===== src/rtl/pipe_stage_elastic.sv =====
// Elastic pipeline-stage register with valid/ready handshake.
// It has an optional two-entry skid buffer and a synchronous flush to NOP.
// It also keeps saturating counters for stall cycles and for flushes that discard data.
module pipe_stage_elastic #(
    parameter int unsigned       DATA_W    = 64,
    parameter logic [DATA_W-1:0] NOP_VALUE = '0,
    parameter bit                SKID      = 1'b1,
    parameter int unsigned       CNT_W     = 16
) (
    input  logic              clk,
    input  logic              rst_n,
    input  logic              flush,
    input  logic              in_valid,
    output logic              in_ready,
    input  logic [DATA_W-1:0] in_data,
    output logic              out_valid,
    input  logic              out_ready,
    output logic [DATA_W-1:0] out_data,
    output logic [CNT_W-1:0]  stall_cnt,
    output logic [CNT_W-1:0]  flush_cnt
);

    typedef enum logic [1:0] {StEmpty, StOne, StTwo} state_e;

    localparam logic [CNT_W-1:0] CntMax = '1;

    state_e            state_q, state_d;
    logic [DATA_W-1:0] main_q, main_d;
    logic [DATA_W-1:0] skid_q, skid_d;
    logic              in_ready_q;
    logic [CNT_W-1:0]  stall_q, stall_d;
    logic [CNT_W-1:0]  flush_q, flush_d;
    logic              in_xfer;
    logic              out_xfer;

    // The main register holds NOP whenever the stage is empty.
    // This lets out_data come straight from the register.
    assign out_valid = (state_q != StEmpty);
    assign out_data  = main_q;
    // With a skid buffer, in_ready is registered to break the out_ready -> in_ready path.
    assign in_ready  = SKID ? in_ready_q : (!out_valid || out_ready);
    assign in_xfer   = in_valid && in_ready && !flush;
    assign out_xfer  = out_valid && out_ready;
    assign stall_cnt = stall_q;
    assign flush_cnt = flush_q;

    // Next-state and payload movement; flush overrides any handshake.
    always_comb begin
        state_d = state_q;
        main_d  = main_q;
        skid_d  = skid_q;
        if (flush) begin
            state_d = StEmpty;
            main_d  = NOP_VALUE;
            skid_d  = NOP_VALUE;
        end else begin
            unique case (state_q)
                StEmpty: begin
                    if (in_xfer) begin
                        state_d = StOne;
                        main_d  = in_data;
                    end
                end
                StOne: begin
                    // Without a skid buffer, in_ready is low in this case, so StTwo cannot be reached.
                    if (in_xfer && !out_xfer) begin
                        state_d = StTwo;
                        skid_d  = in_data;
                    end else if (in_xfer && out_xfer) begin
                        main_d = in_data;
                    end else if (out_xfer) begin
                        state_d = StEmpty;
                        main_d  = NOP_VALUE;
                    end
                end
                StTwo: begin
                    if (out_xfer) begin
                        state_d = StOne;
                        main_d  = skid_q;
                        skid_d  = NOP_VALUE;
                    end
                end
                default: begin
                    state_d = StEmpty;
                    main_d  = NOP_VALUE;
                    skid_d  = NOP_VALUE;
                end
            endcase
        end
    end

    // Saturating event counters; a stall still counts in a flush cycle.
    always_comb begin
        stall_d = stall_q;
        flush_d = flush_q;
        if (out_valid && !out_ready && (stall_q != CntMax)) begin
            stall_d = stall_q + 1'b1;
        end
        if (flush && out_valid && (flush_q != CntMax)) begin
            flush_d = flush_q + 1'b1;
        end
    end

    // State, payload and counter registers.
    always_ff @(posedge clk or negedge rst_n) begin
        if (!rst_n) begin
            state_q    <= StEmpty;
            main_q     <= NOP_VALUE;
            skid_q     <= NOP_VALUE;
            in_ready_q <= 1'b1;
            stall_q    <= '0;
            flush_q    <= '0;
        end else begin
            state_q    <= state_d;
            main_q     <= main_d;
            skid_q     <= skid_d;
            in_ready_q <= (state_d != StTwo);
            stall_q    <= stall_d;
            flush_q    <= flush_d;
        end
    end

endmodule


===== config.mk =====
export PLATFORM = sky130hd
export DESIGN_NAME = pipe_stage_elastic
export DESIGN_NICKNAME = d
export VERILOG_FILES = /design/src/rtl/pipe_stage_elastic.sv
export SDC_FILE = /design/constraint.sdc
export NUM_CORES = 1
export LEC_CHECK = 0
export ABC_AREA = 1
export ABC_CLOCK_PERIOD_IN_PS = 2250
export CORE_MARGIN = 2
export CORE_UTILIZATION = 53
export DETAILED_ROUTE_END_ITERATION = 8
export GPL_TIMING_DRIVEN = 0
export PLACE_DENSITY = 0.81
export SLEW_MARGIN = 20
export SYNTH_ARGS = -nofsm -noshare
export SYNTH_HDL_FRONTEND = slang
export SYNTH_SLANG_ARGS = --single-unit

===== constraint.sdc =====
create_clock -name clk -period 2.25 [get_ports clk]
set_input_delay 0.45 -clock clk [delete_from_list [all_inputs] [get_ports clk]]
set_output_delay 0.45 -clock clk [all_outputs]
set_load 0.03 [all_outputs]

Word level (Yosys, flattened, before mapping). Index checks and enable logic that the tools add are counted.

Register bits: 163. Latch bits: 0. RAM bits: 0. Bits in read-only memories: 0. Output and inout bits: 98. Word-level logic and storage cells: 52. Memories: 0.

$add $sub $neg: 2. Multiply operators: 0. Divide/modulo/power cells: 0. Order comparisons: 0. Equality and inequality tests: 11. Shift-type cells: 0. Multiplexer cells: 17. Bitwise operators: 0. Reduce and logical (&&, ||, !) cells: 16.

Operator list (number): two-way mux 64 bit (8); case mux 64 bit (3 select lines) (2); adder 16 x 1 -> 16 bit (second input constant) (2); != test 16 bit (second input constant) (2); two-way mux 2 bit (6); != test 3 bit (second input constant) (4); logical AND 1 bit (9); case mux 2 bit (3 select lines) (1); != test 2 bit (second input constant) (2); != test 4 bit (second input constant) (1); AND reduction 4 bit (1); zero test 1 bit (3); AND reduction 3 bit (1); == test 2 x 1 -> 1 bit (second input constant) (1); == test 2 bit (second input constant) (1); zero test 2 bit (1); nonzero test 2 bit (1).

Logic depth before layout (Yosys ltp).
Depth after elaboration: 8. Depth in mapped cells: 9.

Least setup slack after synthesis. Ideal clock, no wire load.

Kind: register -> register. Start point: register flush_q[0] (netlist: flush_cnt[0]). End point: register flush_q[3] (netlist: flush_cnt[3]). Setup time: 0.117 ns. Arrival time: 1.710 ns. Path slack: 0.422 ns. Stages on the path, launching flop included: 10. Path buffers: 1. Path through: dfrtp_1 -> ha_1 -> nand3_1 -> clkinv_1 -> nand2_1 -> o21ai_4 -> inv_2 -> buf_6 -> nand2_1 -> nand2_1.

Longest elaborated chain between the ends: 2.

Ends and longest elaborated chain: start, declared (RTL line 32) `logic [CNT_W-1:0] flush_q, flush_d;`; start signal, assigned (RTL line 119) `flush_q <= flush_d;`; branches (longest 2 deep; another with adder 16 x 1 -> 16 bit).

Parallel ways; which one is timed is not known. A chain may end at the register's enable or synchronous reset.

Worst setup path after layout.
Start point: register in_ready_q (netlist: in_ready). End point: output in_ready.

RTL lines: start, declared (RTL line 30) `logic in_ready_q;`; start signal, assigned (RTL line 117) `in_ready_q <= (state_d != StTwo);`; end, declared (RTL line 14) `output logic in_ready,`.

No word-level cell between the ends.

==> results.rst <==
.. list-table::
   :header-rows: 1

   * - Metric
     - Value
   * - Outcome
     - complete, but fails checks
   * - Violations in the final reports
     - negative hold slack
   * - Diode insertion count for antenna repair
     - 0
   * - Total number of H-tree levels
     - 4
   * - CTS tree
     - built
   * - Gr busiest metal
     - met2
   * - Placer congestion estimate
     - 0.931
   * - WP data required
     - 1.80 ns
   * - Fraction of layout instances using a drive strength above 1
     - 0.0716
   * - Power per cell area
     - 710 nW/um^2
   * - Final critical-path share of the clock period
     - 0.944
   * - 1st-iter DRT viols
     - 873
   * - Average wire per cell in the routed design
     - 15.1 microns
   * - Area added between synthesis and finish
     - 29.5%
   * - Total routed wirelength
     - 24.8 mm
   * - Worst Max-Slew Pin Slew
     - 0.598 ns
   * - Die width
     - 132 microns
   * - Synthesis-stage register bit count
     - 163
   * - Clock Tree Root
     - sky130_fd_sc_hd__clkbuf_16
   * - Sequential-to-total area share from yosys stat
     - 0.469
   * - # resized after CTS
     - 3
   * - Fraction of met2 tracks used by global routing
     - 0.466
   * - Sort of element at the end of the critical path
     - output pin
   * - FP Rows
     - 46
   * - Share of power burned in the clock network
     - 0.377
   * - Sw frac
     - 0.300
   * - Fmax
     - 0.471 GHz
   * - Total Power Consumption
     - 7990 uW
   * - Max-slew violation count
     - 0
   * - Number of setup buffers added after CTS
     - 0
   * - Longest Clk Path Bufs
     - 2
   * - Maximum vdd ir drop
     - 0.535 mV
   * - Hold Fails Final Rpt
     - 7
   * - Final sum of negative setup slack
     - 0 ns
   * - Proportion of power drawn by flip-flops and latches
     - 0.417
   * - Fraction of synthesis flops using an asynchronous set or reset pin
     - 1.00
   * - Antenna violations before repair
     - 0
   * - Residual DRC count
     - 0
   * - Critical path startpoint category
     - flip-flop
   * - Final layout net count
     - 1483
   * - Area of the multi-input gates
     - 3970 sq um
   * - Initial Util
     - 0.546
   * - Hold Path Class
     - input pin to async pin
   * - Clk Latency, worst-skew pair
     - 0.43 ns
   * - Max-capacitance violation count
     - 0
   * - Delay-heaviest family, CP
     - buffers and inverters
   * - Detailed-router iteration count before antenna repair
     - 6
   * - Maximum number of pins on one net before global-route repair
     - 88
   * - DR vias
     - 8847
   * - Hold-fix buffers, CTS
     - 0
   * - Met3 layer usage reported by global route
     - 0.0642
   * - Total routing resource utilization after global routing
     - 0.294
   * - Count of port buffers added during placement
     - 166
   * - Post-Syn Instances
     - 1227
   * - Slowest library cell on the worst path
     - sky130_fd_sc_hd__clkdlybuf4s50_1
   * - Largest incremental delay on the critical path
     - 0.71 ns
   * - Vertical extent of the die
     - 132 microns
   * - Detail-routed via count per cell
     - 5.39
   * - Post-synthesis net count
     - 1298
   * - Unique cell type count in the Yosys netlist
     - 24
   * - Met1 track utilization from global routing
     - 0.404
   * - Worst-path maximum fanout
     - 3
   * - Critical Setup Path Class
     - flip-flop to output pin
   * - Leakage
     - 0.00550 uW
   * - Reg-to-reg startpoint
     - flush_cnt[0]$_DFFE_PN0P_
   * - Post-DP HPWL
     - 17.4 mm
   * - Gate power share
     - 0.206
   * - First-pass GRT wire length
     - 41.8 mm
   * - Floorplan die area
     - 17500 sq um
   * - Number of buffers created by CTS
     - 17
   * - Number of setup violations in the final report
     - 0
   * - Int Power
     - 5600 uW
   * - Worst hold slack across all endpoints
     - -0.0104 ns
   * - Relative max-transition margin
     - 0.601
   * - Aggregate global routing overflow
     - 0
   * - Number of warning messages in the yosys log
     - 0
   * - Dominant register cell in the synthesized netlist
     - sky130_fd_sc_hd__dfrtp_1
   * - Filler instances
     - 1347
   * - Number of nets with antenna violations after routing
     - 0
   * - Reg area
     - 4080 sq um
   * - Top-level I/O count
     - 167
   * - Maximum clock skew at final layout
     - 0.0105 ns
   * - Per-instance average area after synthesis
     - 7.09 sq um
   * - Number of flops mapped to enable cells by yosys
     - 0
   * - Data arrival, critical path
     - 1.67 ns
   * - Clock transition at path regs
     - 0.06 ns
   * - Cells traversed along the worst timing path
     - clkdlybuf4s50_1
   * - RSZ-0062 raised after global routing
     - false
   * - CP Buf/Inv Count
     - 1
   * - Via count of the first global-routing pass
     - 8418
   * - Clock Sinks
     - 163
   * - Core region area
     - 15900 sq um
   * - Final min period
     - 2.12 ns
   * - P_sw
     - 2400 uW
   * - Launch point of the worst path
     - in_ready$_DFF_PN1_
   * - Mapped cell area
     - 8700 sq um
area by class of cell:
type / count / area share
Sequential cell: 163 / 0.362
Tap cell: 216 / 0.0240
Buffer: 75 / 0.0329
Inverter: 72 / 0.0240
Multi-Input combinational cell: 916 / 0.353
Clock inverter: 9 / 0.0114
Timing Repair Buffer: 167 / 0.151
Clock buffer: 22 / 0.0421
Yosys cell counts (13+ instances only):
cell	count	area, sq um
sky130_fd_sc_hd__buf_2	52	260
sky130_fd_sc_hd__o21ai_0	49	245
sky130_fd_sc_hd__inv_1	64	240
sky130_fd_sc_hd__xnor2_1	14	123
sky130_fd_sc_hd__nand4_1	13	81.3
sky130_fd_sc_hd__dfrtp_1	162	4050
sky130_fd_sc_hd__clkbuf_1	14	52.6
sky130_fd_sc_hd__nor2_1	54	203
sky130_fd_sc_hd__o21ai_1	52	260
sky130_fd_sc_hd__nand3_1	98	490
sky130_fd_sc_hd__nand2_1	531	1990
sky130_fd_sc_hd__nor3_1	93	465
layer usage:
layer / wire (microns) / part of all wire
met2: 11500 / 0.46
met4: 556 / 0.022
met3: 2050 / 0.082
met5: 0 / 0
met1: 10700 / 0.43
power by group through the flow:
stage	clock network (uW)	registers, uW	logic [uW]
2_1_floorplan	0	3690	565
3_3_place_gp	0	3380	1610
3_5_place_dp	0	3380	1640
4_1_cts	3020	3330	1650
5_1_grt	3160	3360	1790
6_report	3020	3330	1640
kinds of logic (layout without fill, tap and decap cells):
group	count (synthesis)	in the layout	synth area share
and+or+nand+nor	795	795	0.376
adders and majority gates	2	2	0.00288
DFF	163	163	0.469
xor gates and xnor gates	14	14	0.0141
buffers and inverters	148	345	0.0739
AOI/OAI and AO/OA	105	105	0.0639
cells in the final DEF (no fill, tap or decap), types with 3 or more instances in the layout:
| cell type | count |
|---|---|
| sky130_fd_sc_hd__clkbuf_1 | 16 |
| sky130_fd_sc_hd__nor2_1 | 54 |
| sky130_fd_sc_hd__bufinv_16 | 3 |
| sky130_fd_sc_hd__nand2_1 | 531 |
| sky130_fd_sc_hd__clkbuf_16 | 17 |
| sky130_fd_sc_hd__clkdlybuf4s50_1 | 164 |
| sky130_fd_sc_hd__clkinv_2 | 3 |
| sky130_fd_sc_hd__inv_1 | 64 |
| sky130_fd_sc_hd__buf_2 | 50 |
| sky130_fd_sc_hd__o21ai_0 | 49 |
| sky130_fd_sc_hd__nor3_1 | 93 |
| sky130_fd_sc_hd__xnor2_1 | 14 |
| sky130_fd_sc_hd__nand4_1 | 13 |
| sky130_fd_sc_hd__clkbuf_8 | 3 |
| sky130_fd_sc_hd__nand3_1 | 98 |
| sky130_fd_sc_hd__o21ai_1 | 52 |
| sky130_fd_sc_hd__inv_2 | 6 |
| sky130_fd_sc_hd__dfrtp_1 | 162 |
| sky130_fd_sc_hd__buf_1 | 6 |
| sky130_fd_sc_hd__nor2_2 | 5 |
final timing paths:
path                                                 end  slack [ns]  depth (start not counted)
worst max-delay path                            in_ready        0.13                          1
worst min-delay path            out_data[37]$_DFFE_PN0P_       -0.01                          1
worst max register to register  flush_cnt[1]$_DFFE_PN0P_        0.31                          9
worst min register to register    skid_q[43]$_DFFE_PN0P_        0.47                          2
max in group asynchronous             in_ready$_DFF_PN1_        1.41                          2
min in group clk                  skid_q[43]$_DFFE_PN0P_        0.47                          2
state kept, by name (all words and copies together) (netlist names):
register and count:
stall_cnt 16, out_data 64, state_q 2, flush_cnt 16, skid_q 64, in_ready 1
metrics by stage:
stage / setup WS (ns) / hold WS (ns) / instances / area (sq um) / utilization
after floorplan: 0.422 / 0.154 / 1227 / 8700 / -
after global placement: -6.03 / 0.454 / 1609 / 10600 / 0.667
after detailed placement: -0.0283 / 0.458 / 1610 / 10700 / 0.669
after CTS: 0.0668 / 0.0159 / 1640 / 11300 / 0.706
after global routing: 0.0843 / 0.0265 / 1640 / 11300 / 0.706
final: 0.126 / -0.0104 / 1640 / 11300 / 0.706
(Power assumes the default switching activity.)
